[config.mk]
export PLATFORM = sky130hd
export DESIGN_NAME = id_ex_reg_flat
export DESIGN_NICKNAME = d
export VERILOG_FILES = /design/src/rtl/id_ex_reg_if.sv /design/src/rtl/id_ex_reg.sv /design/src/flat_wrapper.sv
export SDC_FILE = /design/constraint.sdc
export NUM_CORES = 1
export LEC_CHECK = 0
export ABC_AREA = 1
export CORE_AREA = 3 3 134 136
export DETAILED_ROUTE_END_ITERATION = 12
export DIE_AREA = 0 0 137 139
export PLACE_DENSITY_LB_ADDON = 0.3
export SLEW_MARGIN = 30
export SYNTH_ARGS = -nofsm -noshare
export SYNTH_HDL_FRONTEND = slang
export SYNTH_SLANG_ARGS = --single-unit
[constraint.sdc]
create_clock -name clk -period 9.7 [get_ports clk]
set_input_delay 1.94 -clock clk [delete_from_list [all_inputs] [get_ports clk]]
set_output_delay 1.94 -clock clk [all_outputs]
set_load 0.1 [all_outputs]
[src/rtl/id_ex_reg_if.sv]
// ID/EX pipeline register bundle: decoded ID-stage controls and operands in,
// registered EX-stage copies out, plus the stall/flush controls and status.
//
// Valid/ready semantics: there is no backpressure handshake here. Each rising
// clk edge moves the ID bundle into EX unless Stall holds it or Flush replaces
// it with a bubble. Valid_ID_EX marks a real (non-bubble) instruction in EX.
interface id_ex_reg_if;
  // ID-stage controls
  logic        RegDst;
  logic        Reg_Write;
  logic        ALUSrc;
  logic        PcSrc;
  logic        Mem_Write;
  logic        Mem_to_Reg;
  logic        Mem_Read;
  logic        Jump;
  logic [3:0]  ALUOp;
  // ID-stage data
  logic [31:0] PC_plus4_ID;
  logic [31:0] Read_data1_ID;
  logic [31:0] Read_data2_ID;
  logic [31:0] Imm_ext_ID;
  logic [4:0]  Rs_ID;
  logic [4:0]  Rt_ID;
  logic [4:0]  Rd_ID;
  logic [5:0]  Funct_ID;
  // pipeline control
  logic        Stall;
  logic        Flush;
  // EX-stage registered copies
  logic        RegDst_ID_EX;
  logic        Reg_Write_ID_EX;
  logic        ALUSrc_ID_EX;
  logic        PcSrc_ID_EX;
  logic        Mem_Write_ID_EX;
  logic        Mem_to_Reg_ID_EX;
  logic        Mem_Read_ID_EX;
  logic        Jump_ID_EX;
  logic [3:0]  ALUOp_ID_EX;
  logic [31:0] PC_plus4_ID_EX;
  logic [31:0] Read_data1_ID_EX;
  logic [31:0] Read_data2_ID_EX;
  logic [31:0] Imm_ext_ID_EX;
  logic [4:0]  Rs_ID_EX;
  logic [4:0]  Rt_ID_EX;
  logic [4:0]  Rd_ID_EX;
  logic [5:0]  Funct_ID_EX;
  logic        Valid_ID_EX;
  // status
  logic        Load_use_hazard;
  logic [15:0] Bubble_cnt;

  modport master (
    output RegDst, Reg_Write, ALUSrc, PcSrc, Mem_Write, Mem_to_Reg, Mem_Read, Jump, ALUOp,
    output PC_plus4_ID, Read_data1_ID, Read_data2_ID, Imm_ext_ID, Rs_ID, Rt_ID, Rd_ID, Funct_ID,
    output Stall, Flush,
    input  RegDst_ID_EX, Reg_Write_ID_EX, ALUSrc_ID_EX, PcSrc_ID_EX, Mem_Write_ID_EX,
    input  Mem_to_Reg_ID_EX, Mem_Read_ID_EX, Jump_ID_EX, ALUOp_ID_EX,
    input  PC_plus4_ID_EX, Read_data1_ID_EX, Read_data2_ID_EX, Imm_ext_ID_EX,
    input  Rs_ID_EX, Rt_ID_EX, Rd_ID_EX, Funct_ID_EX, Valid_ID_EX,
    input  Load_use_hazard, Bubble_cnt
  );

  modport slave (
    input  RegDst, Reg_Write, ALUSrc, PcSrc, Mem_Write, Mem_to_Reg, Mem_Read, Jump, ALUOp,
    input  PC_plus4_ID, Read_data1_ID, Read_data2_ID, Imm_ext_ID, Rs_ID, Rt_ID, Rd_ID, Funct_ID,
    input  Stall, Flush,
    output RegDst_ID_EX, Reg_Write_ID_EX, ALUSrc_ID_EX, PcSrc_ID_EX, Mem_Write_ID_EX,
    output Mem_to_Reg_ID_EX, Mem_Read_ID_EX, Jump_ID_EX, ALUOp_ID_EX,
    output PC_plus4_ID_EX, Read_data1_ID_EX, Read_data2_ID_EX, Imm_ext_ID_EX,
    output Rs_ID_EX, Rt_ID_EX, Rd_ID_EX, Funct_ID_EX, Valid_ID_EX,
    output Load_use_hazard, Bubble_cnt
  );
endinterface

[src/rtl/id_ex_reg.sv]
// ID/EX pipeline register with stall hold, flush-to-bubble, load-use hazard
// detection and an optional saturating bubble counter.
// Optional feature macro: ID_EX_BUBBLE_CNT_EN (when undefined Bubble_cnt = 0).
// No FSM: state is the field bundle, the valid bit and (optionally) the counter.
module id_ex_reg (
  input logic         clk,
  input logic         rst,
  id_ex_reg_if.slave  bus
);

  localparam int BUNDLE_W = 8 + 4 + 4*32 + 3*5 + 6;

  logic [BUNDLE_W-1:0] w_in;
  logic [BUNDLE_W-1:0] r_bundle;
  logic                r_valid;
  logic                w_rt_match;

  // all ID fields gathered so the hold/flush/load rule applies uniformly
  assign w_in = {bus.RegDst, bus.Reg_Write, bus.ALUSrc, bus.PcSrc,
                 bus.Mem_Write, bus.Mem_to_Reg, bus.Mem_Read, bus.Jump,
                 bus.ALUOp, bus.PC_plus4_ID, bus.Read_data1_ID,
                 bus.Read_data2_ID, bus.Imm_ext_ID, bus.Rs_ID, bus.Rt_ID,
                 bus.Rd_ID, bus.Funct_ID};

  // field register: reset > flush (bubble) > stall (hold) > load
  always_ff @(posedge clk or posedge rst) begin
    if (rst) begin
      r_bundle <= '0;
      r_valid  <= 1'b0;
    end else if (bus.Flush) begin
      r_bundle <= '0;
      r_valid  <= 1'b0;
    end else if (!bus.Stall) begin
      r_bundle <= w_in;
      r_valid  <= 1'b1;
    end
  end

  assign {bus.RegDst_ID_EX, bus.Reg_Write_ID_EX, bus.ALUSrc_ID_EX, bus.PcSrc_ID_EX,
          bus.Mem_Write_ID_EX, bus.Mem_to_Reg_ID_EX, bus.Mem_Read_ID_EX, bus.Jump_ID_EX,
          bus.ALUOp_ID_EX, bus.PC_plus4_ID_EX, bus.Read_data1_ID_EX,
          bus.Read_data2_ID_EX, bus.Imm_ext_ID_EX, bus.Rs_ID_EX, bus.Rt_ID_EX,
          bus.Rd_ID_EX, bus.Funct_ID_EX} = r_bundle;
  assign bus.Valid_ID_EX = r_valid;

  // a load in EX whose destination (Rt) feeds the instruction now in ID;
  // register $0 never creates a dependency
  assign w_rt_match = (bus.Rt_ID_EX == bus.Rs_ID) || (bus.Rt_ID_EX == bus.Rt_ID);
  assign bus.Load_use_hazard = r_valid && bus.Mem_Read_ID_EX &&
                               (bus.Rt_ID_EX != 5'd0) && w_rt_match;

`ifdef ID_EX_BUBBLE_CNT_EN
  logic [15:0] r_bubble_cnt;

  // one count per flushed edge, sticking at all-ones instead of wrapping
  always_ff @(posedge clk or posedge rst) begin
    if (rst) begin
      r_bubble_cnt <= 16'h0000;
    end else if (bus.Flush && (r_bubble_cnt != 16'hFFFF)) begin
      r_bubble_cnt <= r_bubble_cnt + 16'd1;
    end
  end

  assign bus.Bubble_cnt = r_bubble_cnt;
`else
  assign bus.Bubble_cnt = 16'h0000;
`endif

endmodule
[src/flat_wrapper.sv]
// flat-port wrapper written by rule: the top's interface ports become plain ports
module id_ex_reg_flat 
  (clk, rst, bus_RegDst, bus_Reg_Write, bus_ALUSrc, bus_PcSrc, bus_Mem_Write, bus_Mem_to_Reg, bus_Mem_Read, bus_Jump, bus_ALUOp, bus_PC_plus4_ID, bus_Read_data1_ID, bus_Read_data2_ID, bus_Imm_ext_ID, bus_Rs_ID, bus_Rt_ID, bus_Rd_ID, bus_Funct_ID, bus_Stall, bus_Flush, bus_RegDst_ID_EX, bus_Reg_Write_ID_EX, bus_ALUSrc_ID_EX, bus_PcSrc_ID_EX, bus_Mem_Write_ID_EX, bus_Mem_to_Reg_ID_EX, bus_Mem_Read_ID_EX, bus_Jump_ID_EX, bus_ALUOp_ID_EX, bus_PC_plus4_ID_EX, bus_Read_data1_ID_EX, bus_Read_data2_ID_EX, bus_Imm_ext_ID_EX, bus_Rs_ID_EX, bus_Rt_ID_EX, bus_Rd_ID_EX, bus_Funct_ID_EX, bus_Valid_ID_EX, bus_Load_use_hazard, bus_Bubble_cnt);
  id_ex_reg_if bus_i ();
  input logic clk;
  input logic rst;
  input wire logic [$bits(bus_i.RegDst)-1:0] bus_RegDst;
  input wire logic [$bits(bus_i.Reg_Write)-1:0] bus_Reg_Write;
  input wire logic [$bits(bus_i.ALUSrc)-1:0] bus_ALUSrc;
  input wire logic [$bits(bus_i.PcSrc)-1:0] bus_PcSrc;
  input wire logic [$bits(bus_i.Mem_Write)-1:0] bus_Mem_Write;
  input wire logic [$bits(bus_i.Mem_to_Reg)-1:0] bus_Mem_to_Reg;
  input wire logic [$bits(bus_i.Mem_Read)-1:0] bus_Mem_Read;
  input wire logic [$bits(bus_i.Jump)-1:0] bus_Jump;
  input wire logic [$bits(bus_i.ALUOp)-1:0] bus_ALUOp;
  input wire logic [$bits(bus_i.PC_plus4_ID)-1:0] bus_PC_plus4_ID;
  input wire logic [$bits(bus_i.Read_data1_ID)-1:0] bus_Read_data1_ID;
  input wire logic [$bits(bus_i.Read_data2_ID)-1:0] bus_Read_data2_ID;
  input wire logic [$bits(bus_i.Imm_ext_ID)-1:0] bus_Imm_ext_ID;
  input wire logic [$bits(bus_i.Rs_ID)-1:0] bus_Rs_ID;
  input wire logic [$bits(bus_i.Rt_ID)-1:0] bus_Rt_ID;
  input wire logic [$bits(bus_i.Rd_ID)-1:0] bus_Rd_ID;
  input wire logic [$bits(bus_i.Funct_ID)-1:0] bus_Funct_ID;
  input wire logic [$bits(bus_i.Stall)-1:0] bus_Stall;
  input wire logic [$bits(bus_i.Flush)-1:0] bus_Flush;
  output wire logic [$bits(bus_i.RegDst_ID_EX)-1:0] bus_RegDst_ID_EX;
  output wire logic [$bits(bus_i.Reg_Write_ID_EX)-1:0] bus_Reg_Write_ID_EX;
  output wire logic [$bits(bus_i.ALUSrc_ID_EX)-1:0] bus_ALUSrc_ID_EX;
  output wire logic [$bits(bus_i.PcSrc_ID_EX)-1:0] bus_PcSrc_ID_EX;
  output wire logic [$bits(bus_i.Mem_Write_ID_EX)-1:0] bus_Mem_Write_ID_EX;
  output wire logic [$bits(bus_i.Mem_to_Reg_ID_EX)-1:0] bus_Mem_to_Reg_ID_EX;
  output wire logic [$bits(bus_i.Mem_Read_ID_EX)-1:0] bus_Mem_Read_ID_EX;
  output wire logic [$bits(bus_i.Jump_ID_EX)-1:0] bus_Jump_ID_EX;
  output wire logic [$bits(bus_i.ALUOp_ID_EX)-1:0] bus_ALUOp_ID_EX;
  output wire logic [$bits(bus_i.PC_plus4_ID_EX)-1:0] bus_PC_plus4_ID_EX;
  output wire logic [$bits(bus_i.Read_data1_ID_EX)-1:0] bus_Read_data1_ID_EX;
  output wire logic [$bits(bus_i.Read_data2_ID_EX)-1:0] bus_Read_data2_ID_EX;
  output wire logic [$bits(bus_i.Imm_ext_ID_EX)-1:0] bus_Imm_ext_ID_EX;
  output wire logic [$bits(bus_i.Rs_ID_EX)-1:0] bus_Rs_ID_EX;
  output wire logic [$bits(bus_i.Rt_ID_EX)-1:0] bus_Rt_ID_EX;
  output wire logic [$bits(bus_i.Rd_ID_EX)-1:0] bus_Rd_ID_EX;
  output wire logic [$bits(bus_i.Funct_ID_EX)-1:0] bus_Funct_ID_EX;
  output wire logic [$bits(bus_i.Valid_ID_EX)-1:0] bus_Valid_ID_EX;
  output wire logic [$bits(bus_i.Load_use_hazard)-1:0] bus_Load_use_hazard;
  output wire logic [$bits(bus_i.Bubble_cnt)-1:0] bus_Bubble_cnt;
  assign bus_i.RegDst = bus_RegDst;
  assign bus_i.Reg_Write = bus_Reg_Write;
  assign bus_i.ALUSrc = bus_ALUSrc;
  assign bus_i.PcSrc = bus_PcSrc;
  assign bus_i.Mem_Write = bus_Mem_Write;
  assign bus_i.Mem_to_Reg = bus_Mem_to_Reg;
  assign bus_i.Mem_Read = bus_Mem_Read;
  assign bus_i.Jump = bus_Jump;
  assign bus_i.ALUOp = bus_ALUOp;
  assign bus_i.PC_plus4_ID = bus_PC_plus4_ID;
  assign bus_i.Read_data1_ID = bus_Read_data1_ID;
  assign bus_i.Read_data2_ID = bus_Read_data2_ID;
  assign bus_i.Imm_ext_ID = bus_Imm_ext_ID;
  assign bus_i.Rs_ID = bus_Rs_ID;
  assign bus_i.Rt_ID = bus_Rt_ID;
  assign bus_i.Rd_ID = bus_Rd_ID;
  assign bus_i.Funct_ID = bus_Funct_ID;
  assign bus_i.Stall = bus_Stall;
  assign bus_i.Flush = bus_Flush;
  assign bus_RegDst_ID_EX = bus_i.RegDst_ID_EX;
  assign bus_Reg_Write_ID_EX = bus_i.Reg_Write_ID_EX;
  assign bus_ALUSrc_ID_EX = bus_i.ALUSrc_ID_EX;
  assign bus_PcSrc_ID_EX = bus_i.PcSrc_ID_EX;
  assign bus_Mem_Write_ID_EX = bus_i.Mem_Write_ID_EX;
  assign bus_Mem_to_Reg_ID_EX = bus_i.Mem_to_Reg_ID_EX;
  assign bus_Mem_Read_ID_EX = bus_i.Mem_Read_ID_EX;
  assign bus_Jump_ID_EX = bus_i.Jump_ID_EX;
  assign bus_ALUOp_ID_EX = bus_i.ALUOp_ID_EX;
  assign bus_PC_plus4_ID_EX = bus_i.PC_plus4_ID_EX;
  assign bus_Read_data1_ID_EX = bus_i.Read_data1_ID_EX;
  assign bus_Read_data2_ID_EX = bus_i.Read_data2_ID_EX;
  assign bus_Imm_ext_ID_EX = bus_i.Imm_ext_ID_EX;
  assign bus_Rs_ID_EX = bus_i.Rs_ID_EX;
  assign bus_Rt_ID_EX = bus_i.Rt_ID_EX;
  assign bus_Rd_ID_EX = bus_i.Rd_ID_EX;
  assign bus_Funct_ID_EX = bus_i.Funct_ID_EX;
  assign bus_Valid_ID_EX = bus_i.Valid_ID_EX;
  assign bus_Load_use_hazard = bus_i.Load_use_hazard;
  assign bus_Bubble_cnt = bus_i.Bubble_cnt;
  id_ex_reg u_core (.clk(clk), .rst(rst), .bus(bus_i));
endmodule
### After elaboration in Yosys (flattened, before gate mapping)

Cells that the tools add are included.

| cells by class | value |
|---|---|
| equal/unequal tests | 3 |
| mux-type cells | 4 |
| reduce and logical (&&, ||, !) cells | 5 |

Operators by type and width:

| operator | count |
|---|---|
| $mux 161 | 2 |
| $eq 5x5->1 | 2 |
| $reduce_bool 5->1 | 1 |
| $logic_and 1x1->1 | 3 |
| $mux 1 | 2 |
| $ne 2x1->1 const B | 1 |
| $logic_or 1x1->1 | 1 |

| storage, ports and cells | value |
|---|---|
| bits in registers | 162 |
| input port bits | 165 |
| output and inout port bits | 179 |
| logic and storage cells | 14 |

### Longest topological paths before layout

| logic depth | value |
|---|---|
| depth in word-level cells | 3 |
| gate-level depth with buffers | 6 |
| depth with buffers taken out | 6 |

### Least setup slack after synthesis

Ideal clock, no wire load.

| timing path | value |
|---|---|
| path kind | input port to output port |
| from | input port bus_Rs_ID[1] |
| to | output port bus_Load_use_hazard |
| data arrival time | 3.738 ns |
| required time | 7.760 ns |
| slack | 4.022 ns |
| stages | 4 |
| path buffers | 0 |
| cell sequence | xor2_1 -> nor2_1 -> nand3_1 -> a21oi_1 |

| on the way | value |
|---|---|
| cells in the longest elaborated chain, start to end | 3 |

Ends and longest elaborated chain:

| item | RTL line | RTL |
|---|---|---|
| start, declared | flat_wrapper.sv:20 | `input wire logic [$bits(bus_i.Rs_ID)-1:0] bus_Rs_ID;` |
| $eq 5x5->1 | id_ex_reg.sv:48 | `assign w_rt_match = (bus.Rt_ID_EX == bus.Rs_ID) \|\| (bus.Rt_ID_EX == bus.Rt_ID);` |
| $logic_or 1x1->1 | id_ex_reg.sv:48 |  |
| $logic_and 1x1->1 | id_ex_reg.sv:50 | `(bus.Rt_ID_EX != 5'd0) && w_rt_match;` |
| end, declared | flat_wrapper.sv:44 | `output wire logic [$bits(bus_i.Load_use_hazard)-1:0] bus_Load_use_hazard;` |

Every way passes these cells.

### Final worst setup path

| timing path | value |
|---|---|
| from | input port bus_Rs_ID[3] |
| to | output port bus_Load_use_hazard |

The elaborated chain is that of the path after synthesis.

==> results.cfg <==
[grt]
grt_use_total = 0.2203
grt_pass1_wl_microns = 33710
antenna_found_initial = 1
first_global_vias = 6248
grt_overflow = 0
grt_max_degree = 213

[sta]
slew_violations = 0
rsz0062_at_grt = no
fin_ws_ps = 3688
setup_viol = 0
worstMarginPinSlew_ps = 1030
hold_violations = 0
clock.fmax_mhz = 166.3
period_needed_ps = 6012
slew_headroom = 0.3113
fin_skew_ps = 0
setup_tns_ps = 0
finalCritPeriodShare = 0.6198

[floorplan]
io_pins = 344
num_rows = 48
core_sq_um = 17060
die_h_microns = 139
die-width_microns = 137
start_util = 0.4098
die_area_sq_um = 19040

[worst_setup_path]
r2r-start = u_core.r_bundle[14]$_DFFE_PP0P_
crit_required_ps = 7760
r2r_cells = 2
crit_arrival_ps = 4070
crit_type = in -> out
start_kind = input port
r2r_end = u_core.r_bundle[14]$_DFFE_PP0P_
r2r_slack_ps = 8900
path_max_fanout = 2
worstSetupEndpointType = output pin

[power]
power.density_nw_per_um2 = 196.3
p_int_mw = 1.284
p_sw_frac = 0.3913
p_seq_frac = 0.357
peakVddDrop_v = 0.0001155
power_mw = 2.109
p_comb_frac = 0.324
clockPowerShare = 0.319
p_leak_nw = 5.132
switchingPower_mw = 0.8251

[clock_network]
cts_buffers = 17
htreeDepth = 4
root_buffer = clkbuf_16
insertion_delay_ps = 410
cts_hold_buf = 0
cts_resized = 0
postCtsSetupBuffers = 0
cts_tree = built
cts_sinks = 162
clockBufferDepth = 2
clkTransAtPathRegs_ps = 60

[routing]
route.detailed.drc = 0
wl_per_cell_microns = 16.46
ant_nets = 0
vias_per_cell = 5.062
wl_microns = 21250
dr.pass1.iters = 4
drt_iter0_drc = 310
vias = 6535

[place]
gp_congestion = 0.8180
pre_cts_ws_ps = 3712
port_buffers = 327
dp_hpwl_microns = 14020

[outcome]
status = completed

[synth]
netlist_top_cells_area = dfrtp_1 58%, nand3_1 23%, nand2_1 9.2%, buf_2 3.7%, buf_4 2.0%
yosysTopAreaCell = dfrtp_1
synth.avg_cell_area_sq_um = 9.055
yosys_warnings = 0
postSynthCellCount = 772
synth_top_area_share = 0.5799
synth_area_sq_um = 6990
synth_cell_types = 21
ys_seq_area_frac = 0.5799
ys_seq_elements = 162

[finish]
nNetsFinal = 1218
area_delta_synth_final_pct = 53.68
final_common_cell = clkdlybuf4s50_1
drive_gt1_frac = 0.03940
layout_common_cells = 325 x clkdlybuf4s50_1, 315 x nand3_1, 172 x nand2_1
diodes = 0

[worst_hold_path]
min_path_type = reg -> reg
min_path_cells = 2
hold_end = u_core.r_bundle[113]$_DFFE_PP0P_
hold_start = u_core.r_bundle[113]$_DFFE_PP0P_

[job]
max_cap_violations = 0
-- synth_stat cells --
library cell	n
a21oi_1	2
buf_1	1
buf_2	51
buf_4	19
buf_6	10
clkbuf_1	4
conb_1	1
dfrtp_1	162
inv_1	14
inv_2	1
nand2_1	172
nand2_2	1
nand2_4	1
nand3_1	315
nor2_1	6
nor3_1	1
o21ai_0	2
o21ai_1	3
o22ai_1	3
xnor2_1	2
xor2_1	1
-- power groups by stage --
| stage | Combinational [mW] | Sequential, mW | Clock [mW] |
|---|---|---|---|
| after floorplan | 0.134 | 1.12 | 0 |
| final | 0.683 | 0.754 | 0.672 |
| after CTS | 0.686 | 0.754 | 0.688 |
| after global routing | 0.712 | 0.759 | 0.717 |
| after detailed placement | 0.685 | 0.765 | 0 |
| after global placement | 0.683 | 0.763 | 0 |
-- area by class of cell --
cell class,instances,area (sq um)
inverter,15,76.32
clock buffer,19,442.9
tap,225,281.5
sequential,162,4054
clock inverter,13,150.1
fill,1450,6314
multi-input combinational,525,2407
timing repair buffer,332,3331
-- per-layer routing --
metal | track usage | up-vias | share of wire
li1 | - | 3122 | -
met1 | 0.2794 | 3124 | 0.40
met2 | 0.3496 | 262 | 0.48
met3 | 0.08636 | 25 | 0.10
met4 | 0.06408 | 2 | 0.015
met5 | 0 | - | 0.00061
-- per-stage QoR --
stage / cell area (sq um) / utilization / hold slack [ps] / std cells
after floorplan: 7047 / - / 968.6 / 787
after global placement: 10110 / 0.5929 / 487.0 / 1258
after detailed placement: 10110 / 0.5929 / 492.5 / 1258
after CTS: 10710 / 0.6277 / 509.1 / 1290
after global routing: 10740 / 0.6298 / 527.4 / 1291
final: 10740 / 0.6298 / 504.1 / 1291
-- worst max-delay path by stage --
stage                 startpoint                                  to  slack, ps  cells after the start
floorplan                    rst  u_core.bus.Valid_ID_EX$_DFFE_PP0P_       3380                      1
global placement    bus_Rt_ID[4]                 bus_Load_use_hazard       3700                      8
detailed placement  bus_Rs_ID[3]                 bus_Load_use_hazard       3710                      8
CTS                 bus_Rs_ID[3]                 bus_Load_use_hazard       3690                      8
global route        bus_Rs_ID[3]                 bus_Load_use_hazard       3620                      8
finish              bus_Rs_ID[3]                 bus_Load_use_hazard       3690                      8
-- cell families (layout without fill, tap and decap cells) --
| kind of cell | Yosys count | count (layout) | share of synthesized area |
|---|---|---|---|
| AOI/OAI and AO/OA | 10 | 10 | 0.007696 |
| buffers and inverters | 100 | 379 | 0.08376 |
| DFF | 162 | 162 | 0.5799 |
| xor gates and xnor gates | 3 | 3 | 0.003759 |
| other | 1 | 16 | 0.0005364 |
| and+or+nand+nor | 496 | 496 | 0.3243 |
-- sequential cells by signal (all words and copies together), names as in the netlist --
register	count
u_core.bus.Valid_ID_EX	1
u_core.r_bundle	161
-- critical path, cell delays in order --
cell             delay [ps]
clkdlybuf4s50_1         500
inv_1                    60
nand2_1                  50
nand2_1                  70
nor2_1                   90
nand3_1                  80
a21oi_1                 130
clkdlybuf4s50_1        1150
Power figures use the tool's default switching activity.
